<file path="config.mk">
export PLATFORM = sky130hd
export DESIGN_NAME = servant_power_ctrl_flat
export DESIGN_NICKNAME = d
export VERILOG_FILES = /design/src/rtl/servant_power_ctrl_if.sv /design/src/rtl/servant_power_ctrl.sv /design/src/flat_wrapper.sv
export SDC_FILE = /design/constraint.sdc
export NUM_CORES = 1
export LEC_CHECK = 0
export BUFFER_PORTS_ARGS = -buffer_cell sky130_fd_sc_hd__buf_2
export CORE_MARGIN = 3
export CORE_UTILIZATION = 55
export CTS_CLUSTER_DIAMETER = 40
export DETAILED_ROUTE_END_ITERATION = 8
export MAX_ROUTING_LAYER = met4
export PLACE_DENSITY = 0.82
export SETUP_SLACK_MARGIN = 0.1
export SYNTH_ARGS = -nofsm -noshare
export SYNTH_HDL_FRONTEND = slang
export SYNTH_SLANG_ARGS = --single-unit
</file>
<file path="constraint.sdc">
create_clock -name i_clk -period 4.89 [get_ports i_clk]
set_input_delay 0.2445 -clock i_clk [delete_from_list [all_inputs] [get_ports i_clk]]
set_output_delay 0.2445 -clock i_clk [all_outputs]
set_load 0.03 [all_outputs]
</file>
<file path="src/rtl/servant_power_ctrl_if.sv">
// Sleep/wake control bundle between the SoC power manager and the sequencer.
// The master drives requests and wake sources; the slave is the sequencer itself.
interface servant_power_ctrl_if #(
  parameter int N_WAKE  = 4,
  parameter int TIMER_W = 16
);
  logic               i_sleep_req;
  logic [TIMER_W-1:0] i_sleep_ticks;
  logic [N_WAKE-1:0]  i_wake;
  logic [N_WAKE-1:0]  i_wake_mask;
  logic               i_core_idle;
  logic               o_hf_en;
  logic               o_core_hold;
  logic               o_sleeping;
  logic               o_wake;
  logic               o_abort;
  logic [N_WAKE:0]    o_wake_cause;

  modport master (
    output i_sleep_req, i_sleep_ticks, i_wake, i_wake_mask, i_core_idle,
    input  o_hf_en, o_core_hold, o_sleeping, o_wake, o_abort, o_wake_cause
  );

  modport slave (
    input  i_sleep_req, i_sleep_ticks, i_wake, i_wake_mask, i_core_idle,
    output o_hf_en, o_core_hold, o_sleeping, o_wake, o_abort, o_wake_cause
  );
endinterface

</file>
<file path="src/rtl/servant_power_ctrl.sv">
// Always-on sleep/wake sequencer: drains the core, gates the HF oscillator,
// times the sleep interval and holds the core until the HF clock has settled.
module servant_power_ctrl #(
  parameter int N_WAKE        = 4,
  parameter int TIMER_W       = 16,
  parameter int SETTLE_CYCLES = 2,
  parameter int DRAIN_TIMEOUT = 8
) (
  input  logic                 i_clk,
  input  logic                 i_rst,
  servant_power_ctrl_if.slave  bus
);

  localparam int DCW = $clog2(DRAIN_TIMEOUT + 1);
  localparam int SCW = $clog2(SETTLE_CYCLES + 1);

  typedef enum logic [1:0] {
    ST_RUN,
    ST_DRAIN,
    ST_SLEEP,
    ST_SETTLE
  } state_e;

  state_e             state_q, state_d;
  logic [TIMER_W-1:0] timer_q, timer_d;
  logic [DCW-1:0]     drain_cnt_q, drain_cnt_d;
  logic [SCW-1:0]     settle_cnt_q, settle_cnt_d;
  logic [N_WAKE:0]    cause_q, cause_d;
  logic               abort_q, abort_d;
  logic               wake_q, wake_d;
  logic               hf_en_q, hf_en_d;
  logic               core_hold_q, core_hold_d;
  logic               sleeping_q, sleeping_d;
  logic [N_WAKE-1:0]  pend_bits;
  logic               pend;
  logic               timer_fire;

  always_comb begin
    pend_bits    = bus.i_wake & bus.i_wake_mask;
    pend         = |pend_bits;
    timer_fire   = (timer_q == TIMER_W'(1));
    state_d      = state_q;
    timer_d      = timer_q;
    drain_cnt_d  = drain_cnt_q;
    settle_cnt_d = settle_cnt_q;
    cause_d      = cause_q;
    abort_d      = 1'b0;
    wake_d       = 1'b0;

    case (state_q)
      ST_RUN: begin
        if (bus.i_sleep_req) begin
          // With no timer and no enabled source the core could never wake.
          if ((bus.i_sleep_ticks != '0) || (bus.i_wake_mask != '0)) begin
            timer_d     = bus.i_sleep_ticks;
            cause_d     = '0;
            drain_cnt_d = '0;
            state_d     = ST_DRAIN;
          end else begin
            abort_d = 1'b1;
          end
        end
      end
      ST_DRAIN: begin
        if (pend) begin
          cause_d = {1'b0, pend_bits};
          abort_d = 1'b1;
          state_d = ST_RUN;
        end else if (bus.i_core_idle) begin
          state_d = ST_SLEEP;
        end else if (drain_cnt_q == DCW'(DRAIN_TIMEOUT - 1)) begin
          abort_d = 1'b1;
          state_d = ST_RUN;
        end else begin
          drain_cnt_d = drain_cnt_q + DCW'(1);
        end
      end
      ST_SLEEP: begin
        if (timer_q != '0) begin
          timer_d = timer_q - TIMER_W'(1);
        end
        if (pend || timer_fire) begin
          cause_d      = {timer_fire, pend_bits};
          timer_d      = '0;
          settle_cnt_d = '0;
          state_d      = ST_SETTLE;
        end
      end
      ST_SETTLE: begin
        if (settle_cnt_q == SCW'(SETTLE_CYCLES - 1)) begin
          wake_d  = 1'b1;
          state_d = ST_RUN;
        end else begin
          settle_cnt_d = settle_cnt_q + SCW'(1);
        end
      end
      default: state_d = ST_RUN;
    endcase

    // Level outputs are decoded from the next state so they register in step with it.
    hf_en_d     = (state_d != ST_SLEEP);
    core_hold_d = (state_d != ST_RUN);
    sleeping_d  = (state_d == ST_SLEEP);
  end

  always_ff @(posedge i_clk) begin
    if (i_rst) begin
      state_q      <= ST_RUN;
      timer_q      <= '0;
      drain_cnt_q  <= '0;
      settle_cnt_q <= '0;
      cause_q      <= '0;
      abort_q      <= 1'b0;
      wake_q       <= 1'b0;
      hf_en_q      <= 1'b1;
      core_hold_q  <= 1'b0;
      sleeping_q   <= 1'b0;
    end else begin
      state_q      <= state_d;
      timer_q      <= timer_d;
      drain_cnt_q  <= drain_cnt_d;
      settle_cnt_q <= settle_cnt_d;
      cause_q      <= cause_d;
      abort_q      <= abort_d;
      wake_q       <= wake_d;
      hf_en_q      <= hf_en_d;
      core_hold_q  <= core_hold_d;
      sleeping_q   <= sleeping_d;
    end
  end

  assign bus.o_hf_en      = hf_en_q;
  assign bus.o_core_hold  = core_hold_q;
  assign bus.o_sleeping   = sleeping_q;
  assign bus.o_wake       = wake_q;
  assign bus.o_abort      = abort_q;
  assign bus.o_wake_cause = cause_q;

endmodule

</file>
<file path="src/flat_wrapper.sv">
// flat-port wrapper written by rule: the top's interface ports become plain ports
module servant_power_ctrl_flat 
#(
  parameter int N_WAKE        = 4,
  parameter int TIMER_W       = 16,
  parameter int SETTLE_CYCLES = 2,
  parameter int DRAIN_TIMEOUT = 8
)
  (i_clk, i_rst, bus_i_sleep_req, bus_i_sleep_ticks, bus_i_wake, bus_i_wake_mask, bus_i_core_idle, bus_o_hf_en, bus_o_core_hold, bus_o_sleeping, bus_o_wake, bus_o_abort, bus_o_wake_cause);
  servant_power_ctrl_if #(.N_WAKE(N_WAKE), .TIMER_W(TIMER_W)) bus_i ();
  input  logic i_clk;
  input  logic i_rst;
  input wire logic [$bits(bus_i.i_sleep_req)-1:0] bus_i_sleep_req;
  input wire logic [$bits(bus_i.i_sleep_ticks)-1:0] bus_i_sleep_ticks;
  input wire logic [$bits(bus_i.i_wake)-1:0] bus_i_wake;
  input wire logic [$bits(bus_i.i_wake_mask)-1:0] bus_i_wake_mask;
  input wire logic [$bits(bus_i.i_core_idle)-1:0] bus_i_core_idle;
  output wire logic [$bits(bus_i.o_hf_en)-1:0] bus_o_hf_en;
  output wire logic [$bits(bus_i.o_core_hold)-1:0] bus_o_core_hold;
  output wire logic [$bits(bus_i.o_sleeping)-1:0] bus_o_sleeping;
  output wire logic [$bits(bus_i.o_wake)-1:0] bus_o_wake;
  output wire logic [$bits(bus_i.o_abort)-1:0] bus_o_abort;
  output wire logic [$bits(bus_i.o_wake_cause)-1:0] bus_o_wake_cause;
  assign bus_i.i_sleep_req = bus_i_sleep_req;
  assign bus_i.i_sleep_ticks = bus_i_sleep_ticks;
  assign bus_i.i_wake = bus_i_wake;
  assign bus_i.i_wake_mask = bus_i_wake_mask;
  assign bus_i.i_core_idle = bus_i_core_idle;
  assign bus_o_hf_en = bus_i.o_hf_en;
  assign bus_o_core_hold = bus_i.o_core_hold;
  assign bus_o_sleeping = bus_i.o_sleeping;
  assign bus_o_wake = bus_i.o_wake;
  assign bus_o_abort = bus_i.o_abort;
  assign bus_o_wake_cause = bus_i.o_wake_cause;
  servant_power_ctrl #(.N_WAKE(N_WAKE), .TIMER_W(TIMER_W), .SETTLE_CYCLES(SETTLE_CYCLES), .DRAIN_TIMEOUT(DRAIN_TIMEOUT)) u_core (.i_clk(i_clk), .i_rst(i_rst), .bus(bus_i));
endmodule
</file>
**Yosys cells after proc, flatten, opt, wreduce, memory -nomap -nowiden**

Index checks and enable logic that the tools add are counted.

- Output and inout port bits: 10
- Bits in registers: 34
- Input bits: 28

- Equality and inequality tests: 17
- Bitwise gates (word level): 2
- Add/sub/neg operators: 3
- Reductions and logical operators: 17
- Multiplexer cells: 34

Operators by type and width:

| kind | number |
|---|---|
| 2-to-1 mux 16 bit | 4 |
| case mux 16 bit (2 select lines) | 1 |
| nonzero test 16 bit | 2 |
| 2-to-1 mux 4 bit | 5 |
| 2-to-1 mux 5 bit | 4 |
| 2-to-1 mux 2 bit | 9 |
| equality test 16 x 1 -> 1 bit, second input constant | 1 |
| subtractor 16 x 1 -> 16 bit, second input constant | 1 |
| case mux 5 bit (3 select lines) | 1 |
| inequality test 2 bit, second input constant | 6 |
| case mux 2 bit (4 select lines) | 1 |
| case mux 4 bit (2 select lines) | 1 |
| nonzero test 2 bit | 4 |
| equality test 2 bit, second input constant | 3 |
| 2-to-1 mux 1 bit | 6 |
| inequality test 2 x 1 -> 1 bit, second input constant | 3 |
| AND reduction 6 bit | 1 |
| AND reduction 5 bit | 1 |
| adder 4 x 1 -> 4 bit, second input constant | 1 |
| AND 4 bit | 1 |
| equality test 2 x 1 -> 1 bit, second input constant | 2 |
| equality test 4 x 3 -> 1 bit, second input constant | 1 |
| case mux 2 bit (2 select lines) | 1 |
| AND reduction 4 bit | 1 |
| 11 further kinds | 12 |

**Longest topological paths before layout**

- Depth after elaboration: 6
- Gate-level depth with buffers: 9
- Mapped depth without buffers: 7

**Worst setup path before layout**

Ideal clock, no wire load.

- Path kind: register to register
- Start: register u_core.timer_q[8]
- End: register u_core.timer_q[14]
- Period minus slack after synthesis: 2.444 ns
- Arrival time: 2.311 ns
- Buffers on the path: 3
- Setup slack: 2.446 ns
- Stages on the path, launching flop included: 9
- Library setup time: 0.133 ns
- Path through: dfxtp_1 or4_1 buf_2 or4_1 buf_2 nor4_4 a21o_4 buf_6 o32ai_1

- Longest elaborated chain between the ends: 4

RTL lines:

| element | RTL line | RTL |
|---|---|---|
| from (decl) | servant_power_ctrl.sv:25 | `logic [TIMER_W-1:0] timer_q, timer_d;` |
| from (signal assigned) | servant_power_ctrl.sv:120 | `timer_q <= timer_d;` |
| subtractor 16 x 1 -> 16 bit or equality test 16 x 1 -> 1 bit (tied branches) | servant_power_ctrl.sv:80, servant_power_ctrl.sv:41 |  |
| 2-to-1 mux 16 bit or logical OR 1 bit (tied branches) | servant_power_ctrl.sv:79, servant_power_ctrl.sv:82 |  |
| 2-to-1 mux 16 bit or inequality test 3 x 1 -> 1 bit (tied branches) | - |  |
| case mux 16 bit (2 select lines) or AND reduction 4 bit (tied branches) | - |  |

Several ways; a longest one is shown, not always the timed one. The select of a mux whose other input is x is not followed.
A chain may end at the register's enable or synchronous reset.

**Worst setup path in the final report**

- Start: register u_core.state_q[1]
- End: register u_core.timer_q[9]

- Longest elaborated chain between the ends: 3

RTL lines:

| element | RTL line | RTL |
|---|---|---|
| from (decl) | servant_power_ctrl.sv:24 | `state_e state_q, state_d;` |
| from (signal assigned) | servant_power_ctrl.sv:119 | `state_q <= state_d;` |
| equality test 2 bit or logical NOT 2 bit (tied branches) | servant_power_ctrl.sv:50 | `case (state_q)` |
| inequality test 3 x 1 -> 1 bit (no source line) (tied with other cells) | - |  |
| AND reduction 4 bit (no source line) | - |  |

Several ways; a longest one is shown, not always the timed one.

==> impl_metrics.yaml <==
outcome:
  outcome: "finished clean"
sta:
  finalSetupTns_ns: 0
  relSlewSlack_pct: 35.3
  slew_violations: 0
  setup_violations: 0
  period_share_pct: 68.8
  tightestPinTransition_ns: 0.963
  fmax_mhz: 297
  fin_crit_ns: 3.37
  final_hold_viol_count: 0
  finClkSkew_ns: 0.00815
  rsz0062_at_grt: "no"
power_and_ir_drop:
  power_leakage_nw: 0.955
  power.density_nw_per_um2: 264
  ir_worst_vdd_uv: 196
cells_and_area:
  layout_commonest_cell: "buf_2"
  multiInputGateArea_um2: 1470
  drive_gt1_share_pct: 16.1
  final_util_pct: 65.6
  layout.nets: 348
  area_delta_synth_final_pct: 10.1
  most-common-layout-cells: "buf_2 (37), dfxtp_1 (34), nand2_1 (31), a211oi_1 (21), nor2_1 (17)"
  n_fill_cell: 327
  diodes: 0
  fin_area_um2: 2530
  seq_area_um2: 681
worst_setup_path:
  critPathSlowestCell: "nor4_4"
  path_class: "reg2reg"
  arrival_ns: 3.51
  cp_max_fo: 18
  path_cells: "ha_1 -> clkinv_1 -> or3_1 -> nor4_4 -> a21o_4 -> o32ai_1"
  critPathLaunchType: "flop"
  crit_path_end_kind: "flop"
  slowest_delay_ns: 0.74
  cp.required_ns: 5.04
yosys:
  synth_cells: 289
  synth_area_um2: 2300
  syn_avg_cell_area_um2: 7.95
  async_reset_ff_share_pct: 0
  synth_edf_count: 0
  ys_ff_latch: 34
  seq_area_frac_synth_pct: 29.6
  synthFlopType: "dfxtp_1"
  yosys_warnings: 0
  yosys.cell_types.count: 47
  syn_nets: 326
clock_network:
  tritoncts: "yes"
  cts_hold_buffers: 0
  clk-insertion-delay-late_ns: 0.29
  clock_path_buffers: 2
  htree_levels: 2
  cts_root_buffer: "clkbuf_8"
  cts_setup_buffers: 0
  cts_buffers: 5
  cts.clk_slew.worst_paths_ns: 0.07
  cts_num_sinks: 34
  ctsResizeCount: 0
placed_design:
  placed_cell_area_um2: 2450
  hpwl_um: 4310
  portBuffers: 37
  gp_congestion: 0.944
global_routing:
  overflow: 0
  grtUsageMet1_pct: 36.0
  grtUsageMet3_pct: 4.83
  top_usage_layer: "met2"
  antenna_found_initial: 0
  grt_pass1_wl_um: 10100
  grt_pass1_vias: 2158
  grt_usage_pct: 25.5
  grt_max_degree: 30
  met2_usage_pct: 36.5
hold_path:
  min_path_type: "in2reg"
floorplanning:
  dieArea_um2: 4990
  io_pins: 38
  num_rows: 22
  die_w_um: 70.6
  core_area_um2: 3850
  die_y_um: 70.6
  start_util_pct: 59.6
route:
  drtPass1Iterations: 5
  vias: 2486
  dr.first_iter.drc_count: 279
  drc: 0
  viasPerCell: 6.92
  antenna_left: 0
  drt-total-wl_um: 6150
  wire_per_inst_um: 17.1
job:
  max-cap-violations: 0
-- metrics by stage --
step,hold slack [ns],power [mW],std cells,setup slack (ns)
final,0.239,0.669,359,1.52
after global routing,0.246,0.700,359,1.34
after CTS,0.239,0.665,359,1.59
after detailed placement,0.443,0.473,352,1.62
after global placement,0.444,0.473,352,1.73
after floorplan,0.392,0.429,289,2.45
-- worst max-delay path: cells and delay by family, from the launching register on --
family                   cells  cell delay [ns]
AO/OA/AOI/OAI                2             0.42
buffers and inverters        1             0.55
flip-flops                   1             0.42
adder cells (fa/ha/maj)      1             0.57
AND/OR/NAND/NOR              2             1.26
-- path summary, 6_finish.rpt --
path | from | end | slack, ns | cells past startpoint
worst max-delay path | u_core.state_q[1]$_SDFF_PP0_ | u_core.timer_q[9]$_SDFFE_PP0P_ | 1.52 | 6
worst min-delay path | bus_i_wake[0] | u_core.bus.o_wake_cause[0]$_SDFFE_PP0P_ | 0.24 | 3
worst max register to register | u_core.state_q[1]$_SDFF_PP0_ | u_core.timer_q[9]$_SDFFE_PP0P_ | 1.52 | 6
worst min register to register | u_core.bus.o_wake_cause[0]$_SDFFE_PP0P_ | u_core.bus.o_wake_cause[0]$_SDFFE_PP0P_ | 0.46 | 2
-- final cells by class --
class	count	area share [%]
clock inverters	2	0.396
multi-input cells	220	58.2
flip-flops and latches	34	26.9
repair buffers	38	7.62
inverters	12	1.78
well taps	48	2.37
clock buffers	5	2.72
-- power by group --
group / switching (mW) / leakage (nW) / total (mW) / internal [mW]
logic: 0.107 / 0.634 / 0.169 / 0.0621
registers: 0.0144 / 0.277 / 0.305 / 0.291
clock network: 0.0997 / 0.0438 / 0.195 / 0.0954
total: 0.221 / 0.955 / 0.669 / 0.448
-- synthesized netlist by cell type, types with 2 or more instances --
master / n / area, um^2
buf_6: 2 / 22.5
nand2b_1: 2 / 12.5
nor4b_1: 6 / 52.6
o211a_1: 2 / 20.0
o21ai_0: 4 / 20.0
inv_1: 11 / 41.3
or4_1: 4 / 30.0
a211oi_1: 21 / 158
a22oi_1: 2 / 15.0
or3_1: 2 / 12.5
nor3_1: 13 / 65.1
clkbuf_1: 17 / 63.8
ha_1: 9 / 113
dfxtp_1: 34 / 681
nand3_1: 12 / 60.1
o2bb2ai_1: 2 / 17.5
a221oi_1: 4 / 35.0
nand2_1: 31 / 116
a41oi_1: 4 / 35.0
buf_2: 3 / 15.0
a21oi_1: 16 / 80.1
nand3b_1: 3 / 22.5
mux2i_1: 8 / 80.1
nor4_1: 15 / 93.8
nor2b_1: 7 / 43.8
o21a_1: 3 / 22.5
o32ai_1: 16 / 140
nor2_1: 17 / 63.8
-- per-layer routing --
| layer | wire length, um | vias to the layer above |
|---|---|---|
| li1 | - | 1162 |
| met1 | 2740 | 1135 |
| met2 | 2620 | 162 |
| met3 | 613 | 27 |
| met4 | 182 | 0 |
| met5 | 0 | - |
-- logic make-up after synthesis --
logic type / Yosys count / share of synthesized area [%]
buf+inv: 35 / 6.54
fa+ha+maj: 9 / 4.90
mux: 8 / 3.49
compound gates: 84 / 27.6
simple gates: 119 / 27.8
flops: 34 / 29.6
-- flip-flops by register name, indices dropped and copies added, names as in the netlist --
name	count
u_core.bus.o_sleeping	1
u_core.bus.o_hf_en	1
u_core.bus.o_wake	1
u_core.settle_cnt_q	2
u_core.bus.o_core_hold	1
u_core.state_q	2
u_core.drain_cnt_q	4
u_core.bus.o_abort	1
u_core.bus.o_wake_cause	5
u_core.timer_q	16
Power figures use the tool's default switching activity.
